$ cat src/rtl/cla_pipe_adder_if.sv
// Operand/result handshake bundle for cla_pipe_adder.
// The master side drives the operands and consumes results; the slave is the adder pipe.
interface cla_pipe_adder_if #(
    parameter int WIDTH = 32
);
    logic             in_valid;
    logic             in_ready;
    logic [1:0]       op;
    logic             cin;
    logic [WIDTH-1:0] X;
    logic [WIDTH-1:0] Y;
    logic             out_valid;
    logic             out_ready;
    logic [WIDTH-1:0] S;
    logic             cout;
    logic             ovf;
    logic             zero;

    modport master (
        output in_valid, op, cin, X, Y, out_ready,
        input  in_ready, out_valid, S, cout, ovf, zero
    );

    modport slave (
        input  in_valid, op, cin, X, Y, out_ready,
        output in_ready, out_valid, S, cout, ovf, zero
    );
endinterface

$ cat src/rtl/cla_pipe_adder.sv
// Carry-pipelined carry-lookahead adder/subtractor: one 16-bit lookahead block per stage.
// Optional macro CLA_PIPE_FLAGS_EN enables the registered ovf/zero flags (tied to 0 otherwise).
module cla_pipe_adder #(
    parameter int WIDTH = 32
) (
    input logic             clock,
    input logic             clear_n,
    cla_pipe_adder_if.slave bus
);
    localparam int NBLK = WIDTH / 16;

    // Two-level lookahead: bit P/G -> 4-bit group P/G -> group carries -> bit carries.
    // Returns {carry_out, sum[15:0]}.
    function automatic logic [16:0] cla16(input logic [15:0] a, input logic [15:0] b,
                                          input logic ci);
        logic [15:0] p;
        logic [15:0] g;
        logic [3:0]  gp;
        logic [3:0]  gg;
        logic [4:0]  gc;
        logic [16:0] c;
        p = a ^ b;
        g = a & b;
        for (int j = 0; j < 4; j++) begin
            gp[j] = &p[4*j +: 4];
            gg[j] = g[4*j+3]
                  | (p[4*j+3] & g[4*j+2])
                  | (p[4*j+3] & p[4*j+2] & g[4*j+1])
                  | (p[4*j+3] & p[4*j+2] & p[4*j+1] & g[4*j]);
        end
        gc[0] = ci;
        gc[1] = gg[0] | (gp[0] & ci);
        gc[2] = gg[1] | (gp[1] & gg[0]) | (gp[1] & gp[0] & ci);
        gc[3] = gg[2] | (gp[2] & gg[1]) | (gp[2] & gp[1] & gg[0])
              | (gp[2] & gp[1] & gp[0] & ci);
        gc[4] = gg[3] | (gp[3] & gg[2]) | (gp[3] & gp[2] & gg[1])
              | (gp[3] & gp[2] & gp[1] & gg[0])
              | (gp[3] & gp[2] & gp[1] & gp[0] & ci);
        for (int j = 0; j < 4; j++) begin
            c[4*j]   = gc[j];
            c[4*j+1] = g[4*j] | (p[4*j] & gc[j]);
            c[4*j+2] = g[4*j+1] | (p[4*j+1] & g[4*j]) | (p[4*j+1] & p[4*j] & gc[j]);
            c[4*j+3] = g[4*j+2] | (p[4*j+2] & g[4*j+1])
                     | (p[4*j+2] & p[4*j+1] & g[4*j])
                     | (p[4*j+2] & p[4*j+1] & p[4*j] & gc[j]);
        end
        c[16] = gc[4];
        return {c[16], p ^ c[15:0]};
    endfunction

    logic             adv;
    logic [WIDTH-1:0] y_cond;
    logic             c0;

    logic             valid_reg [NBLK];
    logic             carry_reg [NBLK];
    logic [WIDTH-1:0] x_reg     [NBLK];
    logic [WIDTH-1:0] y_reg     [NBLK];
    logic [WIDTH-1:0] s_reg     [NBLK];

    // The whole pipe moves together; only a held result at the output stalls it.
    assign adv          = !(bus.out_valid && !bus.out_ready);
    assign bus.in_ready = adv;
    assign bus.out_valid = valid_reg[NBLK-1];
    assign bus.S        = s_reg[NBLK-1];
    assign bus.cout     = carry_reg[NBLK-1];

    assign y_cond = bus.op[0] ? ~bus.Y : bus.Y;
    assign c0     = bus.op[1] ? bus.cin : bus.op[0];

`ifdef CLA_PIPE_FLAGS_EN
    logic ovf_reg;
    logic zero_reg;
    logic ovf_next;
    logic zero_next;
`endif

    genvar gi;
    generate
        for (gi = 0; gi < NBLK; gi++) begin : g_stage
            logic             v_in;
            logic             c_in;
            logic [WIDTH-1:0] x_in;
            logic [WIDTH-1:0] y_in;
            logic [WIDTH-1:0] s_in;
            logic [WIDTH-1:0] s_next;
            logic [16:0]      blk;

            if (gi == 0) begin : g_head
                assign v_in = bus.in_valid;
                assign c_in = c0;
                assign x_in = bus.X;
                assign y_in = y_cond;
                assign s_in = '0;
            end else begin : g_body
                assign v_in = valid_reg[gi-1];
                assign c_in = carry_reg[gi-1];
                assign x_in = x_reg[gi-1];
                assign y_in = y_reg[gi-1];
                assign s_in = s_reg[gi-1];
            end

            assign blk = cla16(x_in[16*gi +: 16], y_in[16*gi +: 16], c_in);

            // Lower slices pass through untouched; this stage fills in its own slice.
            always_comb begin
                s_next              = s_in;
                s_next[16*gi +: 16] = blk[15:0];
            end

            always_ff @(posedge clock or negedge clear_n) begin
                if (!clear_n) begin
                    valid_reg[gi] <= 1'b0;
                    carry_reg[gi] <= 1'b0;
                    x_reg[gi]     <= '0;
                    y_reg[gi]     <= '0;
                    s_reg[gi]     <= '0;
                end else if (adv) begin
                    valid_reg[gi] <= v_in;
                    carry_reg[gi] <= blk[16];
                    x_reg[gi]     <= x_in;
                    y_reg[gi]     <= y_in;
                    s_reg[gi]     <= s_next;
                end
            end

`ifdef CLA_PIPE_FLAGS_EN
            if (gi == NBLK - 1) begin : g_flags
                // Carry into the MSB is recovered as s ^ a ^ b at that bit.
                assign ovf_next  = x_in[WIDTH-1] ^ y_in[WIDTH-1] ^ s_next[WIDTH-1] ^ blk[16];
                assign zero_next = (s_next == '0);
            end
`endif
        end
    endgenerate

`ifdef CLA_PIPE_FLAGS_EN
    always_ff @(posedge clock or negedge clear_n) begin
        if (!clear_n) begin
            ovf_reg  <= 1'b0;
            zero_reg <= 1'b0;
        end else if (adv) begin
            ovf_reg  <= ovf_next;
            zero_reg <= zero_next;
        end
    end

    assign bus.ovf  = ovf_reg;
    assign bus.zero = zero_reg;
`else
    assign bus.ovf  = 1'b0;
    assign bus.zero = 1'b0;
`endif

endmodule
$ cat src/flat_wrapper.sv
// flat-port wrapper written by rule: the top's interface ports become plain ports
module cla_pipe_adder_flat 
#(
    parameter int WIDTH = 32
)
  (clock, clear_n, bus_in_valid, bus_op, bus_cin, bus_X, bus_Y, bus_out_ready, bus_in_ready, bus_out_valid, bus_S, bus_cout, bus_ovf, bus_zero);
  cla_pipe_adder_if #(.WIDTH(WIDTH)) bus_i ();
  input logic clock;
  input logic clear_n;
  input wire logic [$bits(bus_i.in_valid)-1:0] bus_in_valid;
  input wire logic [$bits(bus_i.op)-1:0] bus_op;
  input wire logic [$bits(bus_i.cin)-1:0] bus_cin;
  input wire logic [$bits(bus_i.X)-1:0] bus_X;
  input wire logic [$bits(bus_i.Y)-1:0] bus_Y;
  input wire logic [$bits(bus_i.out_ready)-1:0] bus_out_ready;
  output wire logic [$bits(bus_i.in_ready)-1:0] bus_in_ready;
  output wire logic [$bits(bus_i.out_valid)-1:0] bus_out_valid;
  output wire logic [$bits(bus_i.S)-1:0] bus_S;
  output wire logic [$bits(bus_i.cout)-1:0] bus_cout;
  output wire logic [$bits(bus_i.ovf)-1:0] bus_ovf;
  output wire logic [$bits(bus_i.zero)-1:0] bus_zero;
  assign bus_i.in_valid = bus_in_valid;
  assign bus_i.op = bus_op;
  assign bus_i.cin = bus_cin;
  assign bus_i.X = bus_X;
  assign bus_i.Y = bus_Y;
  assign bus_i.out_ready = bus_out_ready;
  assign bus_in_ready = bus_i.in_ready;
  assign bus_out_valid = bus_i.out_valid;
  assign bus_S = bus_i.S;
  assign bus_cout = bus_i.cout;
  assign bus_ovf = bus_i.ovf;
  assign bus_zero = bus_i.zero;
  cla_pipe_adder #(.WIDTH(WIDTH)) u_core (.clock(clock), .clear_n(clear_n), .bus(bus_i));
endmodule
$ cat config.mk
export PLATFORM = sky130hd
export DESIGN_NAME = cla_pipe_adder_flat
export DESIGN_NICKNAME = d
export VERILOG_FILES = /design/src/rtl/cla_pipe_adder_if.sv /design/src/rtl/cla_pipe_adder.sv /design/src/flat_wrapper.sv
export SDC_FILE = /design/constraint.sdc
export NUM_CORES = 1
export LEC_CHECK = 0
export ABC_AREA = 1
export CORE_ASPECT_RATIO = 2
export CORE_MARGIN = 1
export CORE_UTILIZATION = 51
export CTS_BUF_LIST = sky130_fd_sc_hd__clkbuf_8 sky130_fd_sc_hd__clkbuf_16
export DETAILED_ROUTE_END_ITERATION = 6
export PLACE_DENSITY_LB_ADDON = 0.08
export SETUP_SLACK_MARGIN = 0.15
export SLEW_MARGIN = 5
export SYNTH_ARGS = -nofsm -noshare
export SYNTH_HDL_FRONTEND = slang
export SYNTH_SLANG_ARGS = --single-unit
$ cat constraint.sdc
create_clock -name clock -period 3.2 [get_ports clock]
set_clock_uncertainty 0.2 [all_clocks]
set_input_delay 0.64 -clock clock [delete_from_list [all_inputs] [get_ports clock]]
set_output_delay 0.64 -clock clock [all_outputs]
set_load 0.05 [all_outputs]
# == After elaboration in Yosys (flattened, before gate mapping) ==
# Index checks and enable logic that the tools add are counted.
# Widths: inputs -> output; s select.
# op_classes
reduce_logical,11
n_bitwise,243
mux,2
# op_table
op,n
$and 1x1->1,144
$or 1x1->1,92
$xor 16x16->16,4
$and 16x16->16,2
$mux 32,1
$not 32->32,1
$reduce_and 4->1,8
$logic_not 1->1,2
$logic_and 1x1->1,1
$mux 1,1
# totals
reg_bits,116
input_bits,71
out_inout_bits,37

# == Logic depth before layout (Yosys ltp) ==
# depth
ltp_word,14
depth_mapped,16

# == Worst setup path after synthesis ==
# Ideal clock, no wire load.
# synth_path
path_type,input port to flip-flop
startpoint,in bus_op[0]
endpoint,reg u_core.s_reg (netlist bit u_core.g_stage[1].s_in[13])
setup_time_ps,83
stages,15
t_arrival_ps,2743
setup_slack_ps,174
cell_sequence,buf_4 buf_2 xnor2_1 inv_1 ha_1 nand2_4 nor2_4 inv_2 nor2_4 nand3_2 nand2_2 inv_1 fa_1 xor2_1 o21ai_0
# synth_between
elab_chain_len,13
# synth_rtl
element,line,source
"start, declared",flat_wrapper.sv:11,input wire logic [$bits(bus_i.op)-1:0] bus_op;
$mux 32,cla_pipe_adder.sv:68,assign y_cond = bus.op[0] ? ~bus.Y : bus.Y;
$xor 16x16->16 / $and 16x16->16 (equally long branches),"cla_pipe_adder.sv:22, cla_pipe_adder.sv:23",
$and 1x1->1 (on tied branches),"cla_pipe_adder.sv:27, cla_pipe_adder.sv:28, cla_pipe_adder.sv:29",
$or 1x1->1 (tied with other cells),cla_pipe_adder.sv:27,| (p[4*j+3] & g[4*j+2])
$or 1x1->1 / $and 1x1->1 (equally long branches),"cla_pipe_adder.sv:28, cla_pipe_adder.sv:29",
$or 1x1->1,cla_pipe_adder.sv:29,| (p[4*j+3] & p[4*j+2] & p[4*j+1] & g[4*j]);
$and 1x1->1,cla_pipe_adder.sv:34,gc[3] = gg[2] | (gp[2] & gg[1]) | (gp[2] & gp[1] & gg[0])
$or 1x1->1 (2 in series),cla_pipe_adder.sv:34,
$or 1x1->1,cla_pipe_adder.sv:35,| (gp[2] & gp[1] & gp[0] & ci);
$and 1x1->1,cla_pipe_adder.sv:41,c[4*j+1] = g[4*j] | (p[4*j] & gc[j]);
$or 1x1->1,cla_pipe_adder.sv:41,
$xor 16x16->16 (*),cla_pipe_adder.sv:48,"return {c[16], p ^ c[15:0]};"
"end signal, assigned by index",cla_pipe_adder.sv:123,s_reg[gi] <= s_next;
"end, declared",cla_pipe_adder.sv:59,logic [WIDTH-1:0] s_reg [NBLK];
# Mark *: on every way between the ends. The rest lies on a longest branch, timed or not.
# A chain may end at the register's enable or synchronous reset.

# == Worst setup path after layout ==
# layout_path
startpoint,in bus_Y[4]
endpoint,reg u_core.s_reg (netlist bit u_core.g_stage[1].s_in[13])
# layout_between
elab_chain_len,12
# layout_rtl
element,line,source
"start, declared",flat_wrapper.sv:14,input wire logic [$bits(bus_i.Y)-1:0] bus_Y;
$not 32->32,cla_pipe_adder.sv:68,
$mux 32 (*),cla_pipe_adder.sv:68,
$and 16x16->16,cla_pipe_adder.sv:23,g = a & b;
$and 1x1->1,cla_pipe_adder.sv:29,
$or 1x1->1,cla_pipe_adder.sv:29,
$and 1x1->1,cla_pipe_adder.sv:34,
$or 1x1->1 (2 in series),cla_pipe_adder.sv:34,
$or 1x1->1 (*),cla_pipe_adder.sv:35,
$and 1x1->1 (*),cla_pipe_adder.sv:41,
$or 1x1->1 (*),cla_pipe_adder.sv:41,
$xor 16x16->16 (*),cla_pipe_adder.sv:48,
# Marks and branches as above.

==> flow_summary.json <==
{
  "outcome": "complete, no violations",
  "wl_per_cell_um": 13.2,
  "route.antenna.remaining_nets": 0,
  "cts_setup_buffers": 0,
  "die_w_um": 71.9,
  "portBuffers": 105,
  "cts.htree.levels": 3,
  "cap_violations": 0,
  "use_met1": 0.255,
  "critPathMaxStageDelay_ps": 470,
  "use_met3": 0.0320,
  "worstPathCellList": "clkdlybuf4s50_1 > xnor2_1 > inv_1 > ha_1 > nand2_4 > nor2_4 > inv_2 > nor2_4 > nand3_2 > nand2_2 > inv_1 > fa_1 > xor2_1 > o21ai_0",
  "clk_pin_slew_ps": 60,
  "setup_viol": 0,
  "seq_area_frac_synth": 0.422,
  "fp.coreArea_um2": 9450,
  "postSynthAreaPerCell_um2": 8.19,
  "use_met2": 0.439,
  "fp.dieH_um": 142,
  "nFillCells": 763,
  "crit_path_top_delay_cell": "clkdlybuf4s50_1",
  "dr.pass1.iters": 4,
  "ys_types": 34,
  "route.vias.total": 4220,
  "gp_congestion": 0.899,
  "globalRoute.totalOverflow": 0,
  "ios": 108,
  "end_kind": "flip-flop",
  "cts_resized": 0,
  "leakage_nw": 3.23,
  "min_period_over_period": 0.894,
  "reg2reg_slack_ps": 760,
  "cts.path.max_buffers": 2,
  "dp_cells": 829,
  "min_period_ps": 2860,
  "clock-root-buffer": "clkbuf_16",
  "yosys_warnings": 0,
  "initial_core_util": 0.527,
  "cts.sinks": 84,
  "gr-usage-all-layers": 0.235,
  "viasPerCell": 4.99,
  "grt_first_pass_wirelength_mm": 18.6,
  "drtIter0Drc": 165,
  "rows": 50,
  "rsz0062_at_grt": "no",
  "syn_inst": 608,
  "diodes": 0,
  "instances_no_fill": 845,
  "drv_slew": 0,
  "post-route-drc-count": 0,
  "post-route-util": 0.687,
  "critPathArrivalTime_ps": 2910,
  "tightest_slew_ps": 558,
  "worstPathRequired_ps": 3250,
  "peakVddDrop_v": 0.000326,
  "detailedPlacementHpwl_mm": 8.44,
  "p_per_area_nw_per_um2": 719,
  "routed_wl_mm": 11.1,
  "nets": 821,
  "hold_class": "in2async",
  "mappedNetlistArea_um2": 4980,
  "die-area_um2": 10200,
  "cts_tree": "yes",
  "area_growth_pct": 30.2,
  "start_kind": "primary input",
  "tns_ps": 0,
  "fmax_ghz": 0.350,
  "antenna_found_initial": 0,
  "final_hold_viol_count": 0,
  "hold_buffers": 0,
  "ys_ff_latch": 84,
  "cts_buffers": 9,
  "grt_max_degree": 114,
  "cp_max_fo": 3,
  "insertion_delay_ps": 330,
  "p_total_mw": 4.66,
  "busiest_layer": "met2",
  "drive_gt1_frac": 0.0797,
  "crit_type": "in2reg",
  "max-slew-margin-rel": 0.627,
  "grt_pass1_vias": 4202
}
[where the power goes]
part           internal [mW]  switching [mW]
Combinational          0.755            1.33
Sequential              1.36           0.178
Clock                  0.641           0.401
[per-stage QoR]
| step | area [um^2] | worst slack (ps) | hold WS [ps] |
|---|---|---|---|
| final | 6490 | 340 | 54.8 |
| after global routing | 6490 | 192 | 96.4 |
| after CTS | 6480 | 324 | 72.6 |
| after detailed placement | 6170 | -19.0 | 243 |
| after global placement | 6170 | 45.2 | 236 |
| after floorplan | 4980 | 174 | 144 |
[worst max-delay path: cells and delay by family]
kind	cells	cell delay, ps
AO/OA/AOI/OAI	1	130
buffers and inverters	4	650
XOR/XNOR	2	290
adder cells (fa/ha/maj)	2	710
AND/OR/NAND/NOR	5	490
[cells by family (layout without fill, tap and decap cells)]
| family | after synthesis | after routing | synth area share |
|---|---|---|---|
| compound gates | 66 | 66 | 0.0728 |
| xor+xnor | 42 | 42 | 0.0739 |
| fa+ha+maj | 40 | 40 | 0.113 |
| buf+inv | 79 | 185 | 0.0656 |
| flops | 84 | 84 | 0.422 |
| other cells | 1 | 2 | 0.000753 |
| simple gates | 296 | 296 | 0.252 |
[metal layers]
layer,vias to the layer above,part of all wire
li1,2117,-
met1,1969,0.39
met2,114,0.55
met3,20,0.032
met4,0,0.028
met5,-,0
[flip-flops by register name, summed over array words and instances (netlist names)]
register / flops
u_core.g_stage.c_in: 1
u_core.bus.cout: 1
u_core.g_stage.v_in: 1
u_core.bus.S: 32
u_core.g_stage.y_in: 16
u_core.bus.out_valid: 1
u_core.g_stage.x_in: 16
u_core.g_stage.s_in: 16
[synth_stat cells, drive strengths merged]
cell type | instances | area, um^2
a31o | 1 | 8.76
a31oi | 1 | 6.26
nor2 | 14 | 70.1
a21oi | 15 | 82.6
and2 | 1 | 6.26
fa | 8 | 160
xnor2 | 24 | 210
xor2 | 18 | 158
nand4 | 3 | 18.8
inv | 55 | 206
nand3 | 25 | 135
nand3b | 4 | 30.0
ha | 32 | 400
o21ai | 43 | 215
clkinv | 1 | 3.75
buf | 16 | 90.1
clkbuf | 7 | 26.3
nand2 | 244 | 966
conb | 1 | 3.75
nor3 | 2 | 10.0
or2 | 1 | 8.76
a221oi | 4 | 35.0
a21o | 2 | 15.0
and3 | 2 | 12.5
dfrtp | 84 | 2100
[path summary, 6_finish.rpt]
path / startpoint / depth (start not counted) / to
max: bus_Y[4] / 14 / u_core.g_stage[1].s_in[13]$_DFFE_PN0N_
min in group clock: u_core.g_stage[1].v_in$_DFFE_PN0N_ / 2 / u_core.bus.out_valid$_DFFE_PN0N_
min: clear_n / 1 / u_core.g_stage[1].x_in[22]$_DFFE_PN0N_
max reg2reg: u_core.g_stage[1].y_in[21]$_DFFE_PN0N_ / 10 / u_core.bus.S[29]$_DFFE_PN0N_
max in group asynchronous: clear_n / 2 / u_core.g_stage[1].y_in[31]$_DFFE_PN0N_
min reg2reg: u_core.g_stage[1].v_in$_DFFE_PN0N_ / 2 / u_core.bus.out_valid$_DFFE_PN0N_
[cells in the final DEF, fill, tap and decap left out, types with 2 or more instances in the layout]
cell,Yosys,final
a21o_1,2,2
a21oi_1,13,13
a21oi_2,2,2
a221oi_1,4,4
and3_1,2,2
buf_12,0,3
buf_4,4,7
clkbuf_16,0,9
clkbuf_8,0,2
clkdlybuf4s50_1,0,102
clkinvlp_4,0,2
conb_1,1,2
dfrtp_1,84,84
fa_1,8,8
ha_1,32,31
inv_1,50,52
inv_2,5,5
nand2_1,228,228
nand2_2,14,14
nand2_4,2,2
nand3_1,23,22
nand3_2,2,3
nand3b_1,4,4
nand4_1,3,3
nor2_1,11,11
nor2_4,2,3
nor3_1,2,2
o21ai_0,32,32
o21ai_1,11,11
xnor2_1,24,24
xor2_1,18,18
[area by class of cell]
class	count	area [um^2]	area share
Tap cell	130	163	0.0251
Multi-Input combinational cell	446	2570	0.396
Clock inverter	5	52.6	0.00810
Clock buffer	11	253	0.0390
Timing Repair Buffer	113	1140	0.176
Sequential cell	84	2100	0.324
Inverter	56	210	0.0324
No activity file was read; power rests on OpenSTA's default activity.
